## config.mk

```make
export PLATFORM = sky130hd
export DESIGN_NAME = llc_cmd_sequencer
export DESIGN_NICKNAME = d
export VERILOG_FILES = /design/src/rtl/llc_cmd_sequencer.sv
export SDC_FILE = /design/constraint.sdc
export NUM_CORES = 1
export LEC_CHECK = 0
export ABC_AREA = 1
export CORE_ASPECT_RATIO = 0.5
export CORE_MARGIN = 2
export CORE_UTILIZATION = 45
export DETAILED_ROUTE_END_ITERATION = 16
export GPL_ROUTABILITY_DRIVEN = 0
export PLACE_DENSITY = 0.8
export SETUP_SLACK_MARGIN = 0.15
export SLEW_MARGIN = 10
export SYNTH_ARGS = -nofsm -noshare
export SYNTH_HDL_FRONTEND = slang
export SYNTH_SLANG_ARGS = --single-unit
```

## constraint.sdc

```tcl
create_clock -name clk -period 3.4 [get_ports clk]
set_input_delay 0.34 -clock clk [delete_from_list [all_inputs] [get_ports clk]]
set_output_delay 0.34 -clock clk [all_outputs]
set_load 0.05 [all_outputs]
```

## src/rtl/llc_cmd_sequencer.sv

```systemverilog
// LLC command sequencer: runs one trace command at a time against an external
// tag/MESI array, issuing bus operations and reporting its own snoop result.
module llc_cmd_sequencer #(
  parameter int ADDR_W   = 32,
  parameter int INDEX_W  = 14,
  parameter int OFFSET_W = 6,
  parameter int WAY_W    = 4,
  localparam int TAG_W   = ADDR_W - INDEX_W - OFFSET_W
) (
  input  logic               clk,
  input  logic               rst_n,
  input  logic               cmd_valid,
  output logic               cmd_ready,
  input  logic [3:0]         cmd_code,
  input  logic [ADDR_W-1:0]  cmd_addr,
  output logic               arr_rd_en,
  output logic [INDEX_W-1:0] arr_index,
  output logic [TAG_W-1:0]   arr_tag,
  input  logic               arr_hit,
  input  logic [WAY_W-1:0]   arr_hit_way,
  input  logic [1:0]         arr_hit_state,
  input  logic [WAY_W-1:0]   arr_vic_way,
  input  logic [1:0]         arr_vic_state,
  input  logic [TAG_W-1:0]   arr_vic_tag,
  output logic               arr_wr_en,
  output logic [WAY_W-1:0]   arr_wr_way,
  output logic [TAG_W-1:0]   arr_wr_tag,
  output logic [1:0]         arr_wr_state,
  output logic               arr_clr_en,
  output logic               bus_valid,
  input  logic               bus_ready,
  output logic [2:0]         bus_op,
  output logic [ADDR_W-1:0]  bus_addr,
  output logic               snp_valid,
  output logic [1:0]         snp_result,
  output logic               print_req,
  input  logic               print_done,
  output logic               done,
  output logic               err,
  output logic               busy
);

  typedef enum logic [2:0] {
    S_IDLE, S_LOOKUP, S_DECIDE, S_WB, S_BUSOP, S_UPDATE, S_CLEAR, S_PRINT
  } state_t;

  localparam logic [3:0] C_RD = 4'd0, C_WR = 4'd1, C_IF = 4'd2, C_SINV = 4'd3,
                         C_SRD = 4'd4, C_SWR = 4'd5, C_SRWIM = 4'd6,
                         C_CLR = 4'd8, C_PRT = 4'd9;
  localparam logic [1:0] ST_I = 2'd0, ST_S = 2'd1, ST_E = 2'd2, ST_M = 2'd3;
  localparam logic [2:0] OP_NONE = 3'd0, OP_READ = 3'd1, OP_WRITE = 3'd2,
                         OP_INV = 3'd3, OP_RWIM = 3'd4;
  localparam logic [1:0] R_HIT = 2'd0, R_HITM = 2'd1, R_NOHIT = 2'd2;

  state_t               r_state, w_nxt;
  logic [3:0]           r_code;
  logic [ADDR_W-1:0]    r_addr;
  logic [TAG_W-1:0]     r_wb_tag;
  logic [2:0]           r_op;
  logic                 r_wr_do;
  logic [WAY_W-1:0]     r_wr_way;
  logic [TAG_W-1:0]     r_wr_tag;
  logic [1:0]           r_wr_st;
  logic [INDEX_W-1:0]   r_clr_idx;
  logic                 r_err;
  logic                 r_run;

  logic [TAG_W-1:0]     w_tag;
  logic [INDEX_W-1:0]   w_index;
  logic                 w_accept, w_legal, w_clr_last, w_is_snp;
  logic                 w_hit, w_wb, w_wr_do;
  logic [TAG_W-1:0]     w_wb_tag;
  logic [2:0]           w_op;
  logic [WAY_W-1:0]     w_wr_way;
  logic [1:0]           w_wr_st, w_fill, w_snp;
  logic                 w_unused_addr;

  assign w_tag         = r_addr[ADDR_W-1 -: TAG_W];
  assign w_index       = r_addr[OFFSET_W +: INDEX_W];
  assign w_accept      = (r_state == S_IDLE) && r_run && cmd_valid;
  assign w_legal       = (cmd_code <= C_SRWIM) || (cmd_code == C_CLR) || (cmd_code == C_PRT);
  assign w_clr_last    = &r_clr_idx;
  assign w_is_snp      = (r_code >= C_SINV) && (r_code <= C_SRWIM);
  assign w_unused_addr = ^{r_addr[OFFSET_W-1:2], r_addr[0]};

  // Lookup decision; array results are only meaningful while in DECIDE
  always_comb begin
    w_hit    = arr_hit && (arr_hit_state != ST_I);
    w_fill   = r_addr[1] ? ST_E : ST_S;  // other caches: 00 HIT, 01 HITM -> S, else E
    w_snp    = !w_hit ? R_NOHIT : ((arr_hit_state == ST_M) ? R_HITM : R_HIT);
    w_wb     = 1'b0;
    w_wb_tag = arr_vic_tag;
    w_op     = OP_NONE;
    w_wr_do  = 1'b0;
    w_wr_way = arr_hit_way;
    w_wr_st  = arr_hit_state;
    case (r_code)
      C_RD, C_IF: begin
        w_wr_do = 1'b1;
        if (!w_hit) begin
          w_wb     = (arr_vic_state == ST_M);
          w_op     = OP_READ;
          w_wr_way = arr_vic_way;
          w_wr_st  = w_fill;
        end
      end
      C_WR: begin
        w_wr_do = 1'b1;
        w_wr_st = ST_M;
        if (w_hit) begin
          if (arr_hit_state == ST_S) w_op = OP_INV;
        end else begin
          w_wb     = (arr_vic_state == ST_M);
          w_op     = OP_RWIM;
          w_wr_way = arr_vic_way;
        end
      end
      C_SINV: begin
        if (w_hit && (arr_hit_state == ST_S)) begin
          w_wr_do = 1'b1;
          w_wr_st = ST_I;
        end
      end
      C_SRD: begin
        if (w_hit && (arr_hit_state != ST_S)) begin
          w_wr_do  = 1'b1;
          w_wr_st  = ST_S;
          w_wb     = (arr_hit_state == ST_M);
          w_wb_tag = w_tag;
        end
      end
      C_SRWIM: begin
        if (w_hit) begin
          w_wr_do  = 1'b1;
          w_wr_st  = ST_I;
          w_wb     = (arr_hit_state == ST_M);
          w_wb_tag = w_tag;
        end
      end
      default: ;
    endcase
  end

  always_ff @(posedge clk or negedge rst_n) begin
    if (!rst_n) r_state <= S_IDLE;
    else        r_state <= w_nxt;
  end

  always_comb begin
    w_nxt = r_state;
    case (r_state)
      S_IDLE: begin
        if (w_accept) begin
          if (cmd_code <= C_SRWIM)    w_nxt = S_LOOKUP;
          else if (cmd_code == C_CLR) w_nxt = S_CLEAR;
          else if (cmd_code == C_PRT) w_nxt = S_PRINT;
        end
      end
      S_LOOKUP: w_nxt = S_DECIDE;
      S_DECIDE: begin
        if (w_wb)                 w_nxt = S_WB;
        else if (w_op != OP_NONE) w_nxt = S_BUSOP;
        else                      w_nxt = S_UPDATE;
      end
      S_WB:     if (bus_ready) w_nxt = (r_op != OP_NONE) ? S_BUSOP : S_UPDATE;
      S_BUSOP:  if (bus_ready) w_nxt = S_UPDATE;
      S_UPDATE: w_nxt = S_IDLE;
      S_CLEAR:  if (w_clr_last) w_nxt = S_IDLE;
      S_PRINT:  if (print_done) w_nxt = S_UPDATE;
      default:  w_nxt = S_IDLE;
    endcase
  end

  // Command latch, DECIDE capture and clear-walk counter
  always_ff @(posedge clk or negedge rst_n) begin
    if (!rst_n) begin
      r_code    <= '0;
      r_addr    <= '0;
      r_wb_tag  <= '0;
      r_op      <= OP_NONE;
      r_wr_do   <= 1'b0;
      r_wr_way  <= '0;
      r_wr_tag  <= '0;
      r_wr_st   <= ST_I;
      r_clr_idx <= '0;
      r_err     <= 1'b0;
      r_run     <= 1'b0;
    end else begin
      r_run <= 1'b1;
      r_err <= w_accept && !w_legal;
      if (w_accept) begin
        r_code    <= cmd_code;
        r_addr    <= cmd_addr;
        r_wr_do   <= 1'b0;
        r_clr_idx <= '0;
      end
      if (r_state == S_DECIDE) begin
        r_wb_tag <= w_wb_tag;
        r_op     <= w_op;
        r_wr_do  <= w_wr_do;
        r_wr_way <= w_wr_way;
        r_wr_tag <= w_tag;
        r_wr_st  <= w_wr_st;
      end
      if (r_state == S_CLEAR) r_clr_idx <= r_clr_idx + 1'b1;
    end
  end

  always_comb begin
    cmd_ready    = (r_state == S_IDLE) && r_run;
    arr_rd_en    = (r_state == S_LOOKUP);
    arr_index    = (r_state == S_CLEAR) ? r_clr_idx : w_index;
    arr_tag      = w_tag;
    arr_wr_en    = (r_state == S_UPDATE) && r_wr_do;
    arr_wr_way   = r_wr_way;
    arr_wr_tag   = r_wr_tag;
    arr_wr_state = r_wr_st;
    arr_clr_en   = (r_state == S_CLEAR);
    bus_valid    = (r_state == S_WB) || (r_state == S_BUSOP);
    bus_op       = OP_NONE;
    bus_addr     = '0;
    if (r_state == S_WB) begin
      bus_op   = OP_WRITE;
      bus_addr = {r_wb_tag, w_index, {OFFSET_W{1'b0}}};
    end else if (r_state == S_BUSOP) begin
      bus_op   = r_op;
      bus_addr = {w_tag, w_index, {OFFSET_W{1'b0}}};
    end
    snp_valid  = (r_state == S_DECIDE) && w_is_snp;
    snp_result = snp_valid ? w_snp : 2'd0;
    print_req  = (r_state == S_PRINT);
    done       = r_err || (r_state == S_UPDATE) || ((r_state == S_CLEAR) && w_clr_last);
    err        = r_err;
    busy       = (r_state != S_IDLE);
  end

endmodule

```

==> results.py, run 1 <==
metrics = {
    "run_status": {
        "status": "complete, no violations",
    },
    "power": {
        "power.density_nw_per_um2": 1130,
        "total_power_w": 0.00719,
        "peakVddDrop_uv": 531,
        "p_leak_nw": 3.20,
    },
    "die": {
        "row_count": 25,
        "floorplan.initialDensity_pct": 47.4,
        "pin_count": 157,
        "die_y_um": 75.4,
        "dieArea_sq_um": 11100,
        "core_area_sq_um": 9670,
        "dieWidth_um": 147,
    },
    "logic_synthesis": {
        "synth_edf_count": 0,
        "synthTopCellsByCount": "nand2_1 (116), inv_1 (90), dfrtp_1 (84)",
        "async_flop_share_pct": 100,
        "ys_types": 34,
        "seq_area_frac_synth_pct": 45.9,
        "synth_most_common_cell": "nand2_1",
        "yosys_most_used_dff": "dfrtp_1",
        "netlist_area_sq_um": 4580,
        "synth_area_leader_cell": "dfrtp_1",
        "synthCells": 609,
        "syn_avg_cell_area_sq_um": 7.53,
        "synth_top_area_share_pct": 45.9,
        "ys_warn_count": 0,
        "yosys_register_bits": 84,
        "yosys-top-cells-area": "dfrtp_1 (46%), nand2_1 (9.5%), inv_1 (7.4%)",
    },
    "layout": {
        "antenna_cells": 0,
        "nFillCells": 810,
        "multi_input_area_sq_um": 1880,
        "final_net_count": 800,
        "area.growth.synth_to_final_pct": 39.1,
        "seqCellArea_sq_um": 2100,
        "layout-drive-gt1-share_pct": 5.96,
        "final_cells": 873,
    },
    "min_path": {
        "hp-class": "in2async",
    },
    "grt": {
        "grt_pass1_vias": 4067,
        "grt_use_met1_pct": 27.8,
        "grt_max_degree": 62,
        "grt_usage_pct": 22.0,
        "grt_most_used_layer": "met2",
        "grt_util_met2_pct": 38.6,
        "grtUsageMet3_pct": 5.75,
        "grt_pass1_wl_mm": 19.2,
        "antenna_found_initial": 0,
        "grt_remaining_overflow": 0,
    },
    "timing": {
        "setup_viol": 0,
        "hold_viol_final": 0,
        "period_share_pct": 90.4,
        "slew_headroom_pct": 57.0,
        "fin_setup_tns_ns": 0,
        "finalMaxSlewViolations": 0,
        "tightest_slew_ns": 0.644,
        "fin_crit_ns": 3.07,
        "finClkSkew_ns": 0.00839,
        "grt_setup_unrepaired": "true",
        "fmax_mhz": 326,
    },
    "detailed_routing": {
        "vias_per_cell": 5.02,
        "final_antenna_net_count": 0,
        "via_count": 4380,
        "drtPass1Iterations": 5,
        "dr.first_iter.drc_count": 191,
        "drc": 0,
        "wl_per_cell_um": 13.7,
        "wl_mm": 12.0,
    },
    "job": {
        "timing.max_cap.violations": 0,
    },
    "critical_path": {
        "r2r_end": "r_clr_idx[4]",
        "crit_required_ns": 3.06,
        "endpoint_kind": "primary output",
        "rr_worst_depth": 5,
        "path_class": "reg2out",
        "timing.reg2reg.setup_slack_ns": 1.28,
        "arrival_ns": 2.73,
        "rr_startpoint": "r_state[2]",
        "cp_max_fo": 17,
        "start_kind": "flip-flop",
    },
    "clocking": {
        "clock_latency_ns": 0.34,
        "clock-root-buffer": "clkbuf_16",
        "cts_tree": "built",
        "numCtsBuffers": 9,
        "cts_setup_buffers": 0,
        "path_clk_slew_ns": 0.07,
        "cts_buffer_depth": 2,
        "htree_levels": 3,
        "clock_sinks": 84,
    },
    "placement": {
        "io_buffer_count": 145,
        "dp.cells": 856,
        "dp_hpwl_mm": 8.62,
    },
}
-- per-stage QoR --
step | hold WS (ns) | utilization (%) | instance area (sq um) | worst slack, ns
CTS | 0.423 | 65.7 | 6350 | 0.257
global route | 0.461 | 66.0 | 6380 | 0.142
detailed placement | 0.247 | 61.9 | 5990 | 0.637
finish | 0.447 | 66.0 | 6380 | 0.328
global placement | 0.245 | 61.9 | 5990 | 0.668
floorplan | 0.0444 | - | 4600 | 0.936
-- worst max path at each step --
stage / slack (ns) / startpoint / cells past startpoint / endpoint
2_1_floorplan: 0.94 / r_state[0] / 5 / arr_index[13]
3_3_place_gp: 0.67 / r_state[0] / 5 / arr_index[9]
3_5_place_dp: 0.64 / r_state[0] / 5 / arr_index[9]
4_1_cts: 0.26 / r_state[1] / 6 / bus_addr[19]
5_1_grt: 0.14 / r_state[1] / 6 / bus_addr[9]
6_report: 0.33 / r_state[1] / 6 / bus_addr[9]
-- cells by family after synthesis --
group                    synth area share, %
AND/OR/NAND/NOR                         21.9
AO/OA/AOI/OAI                           17.6
buffers and inverters                   13.6
flip-flops                              45.9
other                                  0.164
adder cells (fa/ha/maj)                0.273
XOR/XNOR                               0.191
multiplexers                           0.328
-- sequential cells by signal, summed over array words and instances (netlist names) --
name and flops:
err 1, r_op 3, r_state 3, arr_wr_state 2
r_addr 27, r_run 1, r_clr_idx 14, r_wb_tag 12
arr_wr_tag 12, r_code 4, r_wr_do 1, arr_wr_way 4
-- cell usage in the layout, fill, tap and decap left out, types with 3 or more instances in the layout --
master,n
clkdlybuf4s50_1,128
nand2_1,116
inv_1,90
dfrtp_1,84
nor2_1,75
o21ai_0,61
a21oi_1,37
nand3_1,27
o22ai_1,14
buf_4,13
a31oi_1,12
dlymetal6s2s_1,10
a21boi_1,9
clkbuf_16,9
conb_1,7
nor3_1,5
nand2_2,4
nand3_2,4
nand4_1,4
nor2_2,3
a21boi_0,3
o211ai_1,3
bufinv_16,3
-- metal layers --
metal	vias up	share of wire, %
met5	-	0
met3	15	5.8
met1	2055	44
met4	0	1.1
li1	2178	-
met2	132	49
-- area by class of cell --
type	instances	share of cell area, %
Timing Repair Buffer	153	24.1
Multi-Input combinational cell	394	29.5
Clock inverter	6	1.75
Inverter	91	5.36
Tap cell	135	2.65
Sequential cell	84	33.0
Clock buffer	10	3.75
-- power by group --
part / switching (W) / leakage, nW / total [W] / internal, W
logic: 0.00292 / 2.04 / 0.00427 / 0.00136
clock network: 0.000400 / 0.169 / 0.00114 / 0.000738
registers: 0.000322 / 0.993 / 0.00178 / 0.00145
total: 0.00364 / 3.20 / 0.00719 / 0.00355
-- critical path, cell delays in order (launching register included) --
cell and delay, ns:
dfrtp_1 0.48, nor2_1 0.22, nand2_2 0.29, nand2_2 0.17, inv_1 0.25, nor2_1 0.17
clkdlybuf4s50_1 0.82
-- repair_timing --
action | 4_1_cts | 5_1_grt
gates resized for setup | 0 | 11
endpoints found under the hold margin | 21 | 0
setup endpoints to repair | 0 | 18
hold buffers | 1 | 0
Power figures use the tool's default switching activity.
==> inputs of run 2 (changes only) <==
CTS_CLUSTER_DIAMETER = 30   (was default)
clock period = 3.63 ns   (was 3.4 ns; I/O delays follow)
==> results.py, run 2 (synthesized netlist as in run 1, its figures left out) <==
metrics = {
    "run_status": {
        "status": "complete, no violations",
    },
    "timing": {
        "finalMaxSlewViolations": 0,
        "setup_ws_ns": 0.537,
        "hold_viol_final": 0,
        "fin_crit_ns": 3.09,
        "finClkSkew_ns": 0.00788,
        "fmax_mhz": 323,
        "period_share_pct": 85.2,
        "setup_viol": 0,
        "holdWs_ns": 0.223,
        "tightest_slew_ns": 1.06,
        "grt_setup_unrepaired": "false",
        "fin_setup_tns_ns": 0,
        "slew_headroom_pct": 29.1,
    },
    "clocking": {
        "path_clk_slew_ns": 0.06,
        "clock-root-buffer": "clkbuf_16",
        "clock_latency_ns": 0.34,
        "cts_tree": "built",
        "htree_levels": 3,
        "clock_sinks": 84,
        "cts_buffer_depth": 2,
        "cts_setup_buffers": 0,
        "cts.repair.resized": 0,
        "numCtsBuffers": 9,
        "cts_hold_buf": 0,
    },
    "critical_path": {
        "cp_max_fo": 17,
        "endpoint_kind": "primary output",
        "path_class": "reg2out",
        "rr_startpoint": "r_state[2]",
        "crit_chain": "nor2_1 -> nand2_2 -> nand2_2 -> inv_1 -> nor2_1 -> clkdlybuf4s50_1",
        "crit_start": "r_state[1]",
        "start_kind": "flip-flop",
        "crit_required_ns": 3.27,
        "critPathMaxStageDelay_ns": 0.82,
        "timing.reg2reg.setup_slack_ns": 1.50,
        "slowest_stage": "clkdlybuf4s50_1",
        "arrival_ns": 2.73,
    },
    "detailed_routing": {
        "wl_mm": 12.0,
        "dr.first_iter.drc_count": 249,
        "drc": 0,
        "final_antenna_net_count": 0,
        "wl_per_cell_um": 13.8,
        "drtPass1Iterations": 4,
        "vias_per_cell": 5.03,
        "via_count": 4376,
    },
    "layout": {
        "final_core_util_pct": 65.0,
        "antenna_cells": 0,
        "layout_common_cells": "clkdlybuf4s50_1 (142), nand2_1 (116), inv_1 (90), dfrtp_1 (84), nor2_1 (75)",
        "reg.largest.list": "r_addr: 27 flops, r_clr_idx: 14 flops",
        "layout-drive-gt1-share_pct": 4.90,
        "top_register": "r_addr",
        "layout_commonest_cell": "clkdlybuf4s50_1",
        "area.growth.synth_to_final_pct": 37.2,
        "largest_reg_flops": 27,
        "final_net_count": 797,
    },
    "die": {
        "pin_count": 157,
        "core_area_sq_um": 9670,
        "dieWidth_um": 147,
        "dieArea_sq_um": 11100,
        "row_count": 25,
        "floorplan.initialDensity_pct": 47.4,
        "die_y_um": 75.4,
    },
    "min_path": {
        "hp-class": "in2async",
    },
    "grt": {
        "grt_remaining_overflow": 0,
        "grt_pass1_vias": 4171,
        "grt_max_degree": 85,
        "grt_pass1_wl_mm": 19.9,
        "antenna_found_initial": 0,
        "grt_usage_pct": 22.6,
    },
    "job": {
        "timing.max_cap.violations": 0,
    },
    "placement": {
        "dpl_worst_slack_ns": 0.855,
        "dp_hpwl_mm": 8.45,
        "io_buffer_count": 145,
    },
    "power": {
        "power.density_nw_per_um2": 1060,
        "total_power_w": 0.00664,
        "peakVddDrop_uv": 523,
        "p_leak_nw": 3.00,
    },
}
run 2: cell count changes in the layout (fill, tap and decap cells not counted), sizes merged:
cell,change
clkdlybuf4s50,+14
dlymetal6s2s,-10
buf,-6
bufinv,-1
dlygate4sd3,-1
clkinvlp,+1
run 2: critical path: cells and delay by family (launching register included):
kind                   cells  cell delay (ns)
buffers and inverters      2             1.06
and+or+nand+nor            4             0.84
DFF                        1             0.48
run 2: routing by layer:
metal | GRT usage [%] | share of wire [%] | vias up
li1 | - | - | 2173
met1 | 29.2 | 43 | 2047
met2 | 39.2 | 49 | 142
met3 | 5.33 | 6.5 | 14
met4 | 7.01 | 1.3 | 0
met5 | 0 | 0 | -
run 2: path summary, 6_finish.rpt:
check,depth (start not counted),end
setup / recovery,6,bus_addr[10]
hold / removal,1,arr_wr_tag[7]
setup reg to reg,5,r_addr[29]
hold reg to reg,2,arr_wr_way[1]
max in group asynchronous,1,r_addr[6]
min in group clk,2,arr_wr_way[1]
run 2: metrics by stage:
step	cells	area, sq um
4_1_cts	870	6290
3_5_place_dp	854	5970
2_1_floorplan	614	4600
6_report	870	6290
5_1_grt	870	6290
3_3_place_gp	854	5970
run 2: layout make-up:
cell class	instances	area, sq um
repair buffers	150	1480
clock buffers	10	229
well taps	135	169
clock inverters	6	88.8
flip-flops and latches	84	2100
multi-input cells	394	1870
inverters	91	342
fillers	830	3380
run 2: report_power, final:
part           switching, W  total [W]  internal [W]  leakage [nW]
sequential         0.000303    0.00167       0.00136         0.993
clock              0.000380   0.000982      0.000603         0.149
combinational       0.00273    0.00399       0.00126          1.86
total               0.00341    0.00664       0.00323          3.00
==> inputs of run 3 (changes only) <==
ABC_CLOCK_PERIOD_IN_PS = 3630   (was default)
CORE_UTILIZATION = 50   (was 45)
PLACE_DENSITY = 0.88   (was 0.8)
==> results.py, run 3 (synthesized netlist as in run 1, its figures left out) <==
metrics = {
    "power": {
        "total_power_w": 0.00658,
        "power.density_nw_per_um2": 1050,
        "peakVddDrop_uv": 694,
        "p_leak_nw": 3.00,
    },
    "layout": {
        "layout-drive-gt1-share_pct": 4.63,
        "antenna_cells": 0,
        "seqCellArea_sq_um": 2100,
        "reg.largest.list": "r_addr: 27 flops, r_clr_idx: 14 flops",
        "layout_commonest_cell": "clkdlybuf4s50_1",
        "multi_input_area_sq_um": 1870,
        "layout_common_cells": "clkdlybuf4s50_1 (142), nand2_1 (116), inv_1 (90), dfrtp_1 (84), nor2_1 (75)",
        "final_net_count": 798,
        "top_register": "r_addr",
        "nFillCells": 687,
        "area.growth.synth_to_final_pct": 36.1,
        "largest_reg_flops": 27,
    },
    "placement": {
        "dp_hpwl_mm": 8.46,
        "dpl_worst_slack_ns": 0.891,
        "io_buffer_count": 145,
    },
    "timing": {
        "period_share_pct": 85.8,
        "tightest_slew_ns": 0.771,
        "finClkSkew_ns": 0.00614,
        "fin_setup_tns_ns": 0,
        "slew_headroom_pct": 48.6,
        "hold_viol_final": 0,
        "setup_viol": 0,
        "fin_crit_ns": 3.11,
        "finalMaxSlewViolations": 0,
        "setup_ws_ns": 0.516,
        "grt_setup_unrepaired": "false",
        "fmax_mhz": 321,
    },
    "critical_path": {
        "endpoint_kind": "primary output",
        "crit_chain": "nor2_1 -> nand2_2 -> nand2_2 -> inv_1 -> nor2_1 -> clkdlybuf4s50_1",
        "path_class": "reg2out",
        "slowest_stage": "clkdlybuf4s50_1",
        "critPathMaxStageDelay_ns": 0.82,
        "start_kind": "flip-flop",
        "cp_top_family": "buffers and inverters",
        "arrival_ns": 2.75,
        "crit_required_ns": 3.27,
        "cp_num_buf_inv": 2,
        "cp_max_fo": 17,
    },
    "clocking": {
        "clock_latency_ns": 0.33,
        "clock_sinks": 84,
        "cts_buffer_depth": 2,
        "cts.repair.resized": 0,
        "numCtsBuffers": 9,
        "cts_tree": "built",
        "htree_levels": 3,
        "path_clk_slew_ns": 0.06,
        "cts_hold_buf": 0,
        "cts_setup_buffers": 0,
        "clock-root-buffer": "clkbuf_16",
    },
    "grt": {
        "grt_pass1_wl_mm": 19.9,
        "grt_remaining_overflow": 0,
        "antenna_found_initial": 0,
        "grt_usage_pct": 24.8,
        "grt_max_degree": 61,
        "grt_pass1_vias": 4256,
    },
    "die": {
        "dieArea_sq_um": 9990,
        "pin_count": 157,
        "row_count": 24,
        "dieWidth_um": 139,
        "core_area_sq_um": 8800,
        "floorplan.initialDensity_pct": 52.1,
        "die_y_um": 71.7,
    },
    "detailed_routing": {
        "final_antenna_net_count": 0,
        "dr.first_iter.drc_count": 341,
        "via_count": 4458,
        "drtPass1Iterations": 5,
        "vias_per_cell": 5.23,
        "wl_per_cell_um": 14.0,
        "wl_mm": 11.9,
        "drc": 0,
    },
    "run_status": {
        "status": "complete, no violations",
    },
    "min_path": {
        "hp-class": "in2async",
    },
    "job": {
        "timing.max_cap.violations": 0,
    },
}
-- run 3: final timing paths --
| check | cells past startpoint | start | to | slack, ns |
|---|---|---|---|---|
| worst max-delay path | 6 | r_state[1] | bus_addr[10] | 0.52 |
| worst min-delay path | 1 | rst_n | arr_wr_tag[5] | 0.08 |
| worst max register to register | 8 | r_state[2] | r_state[2] | 1.56 |
| worst min register to register | 2 | arr_wr_tag[9] | arr_wr_tag[9] | 0.49 |
| max in group asynchronous | 2 | rst_n | r_addr[15] | 2.68 |
| min in group clk | 2 | arr_wr_tag[9] | arr_wr_tag[9] | 0.49 |
-- run 3: worst register-to-register path: stages, from the launching register on --
cell and delay (ns):
dfrtp_1 0.50, inv_1 0.13, nand3_2 0.09, buf_4 0.46, inv_1 0.34, nand3_1 0.18, nand4_1 0.11, nand2_1 0.10
nand2_1 0.05
-- run 3: report_power, final --
part	total [W]	internal [W]	switching [W]	leakage (nW)
logic	0.00401	0.00127	0.00274	1.87
clock network	0.000896	0.000548	0.000348	0.140
registers	0.00167	0.00136	0.000309	0.993
-- run 3: area by class of cell --
class / instances / area share (%)
inverters: 91 / 5.48
well taps: 117 / 2.35
clock inverters: 2 / 0.562
repair buffers: 151 / 23.9
flip-flops and latches: 84 / 33.7
multi-input cells: 394 / 30.0
clock buffers: 13 / 4.01
-- run 3: metal layers --
| layer | vias to the layer above | part of all wire, % | GRT usage (%) |
|---|---|---|---|
| li1 | 2180 | - | - |
| met1 | 2096 | 42 | 31.4 |
| met2 | 167 | 50 | 43.5 |
| met3 | 15 | 7.5 | 6.35 |
| met4 | 0 | 0.78 | 6.17 |
| met5 | - | 0 | 0 |
-- run 3: metrics by stage --
stage	hold WS [ns]	area, sq um	utilization (%)	std cells
finish	0.0810	6240	70.9	852
CTS	0.131	6240	70.9	852
floorplan	0.0674	4600	-	614
global placement	0.465	5950	67.7	837
detailed placement	0.474	5950	67.7	837
global route	0.155	6240	70.9	852
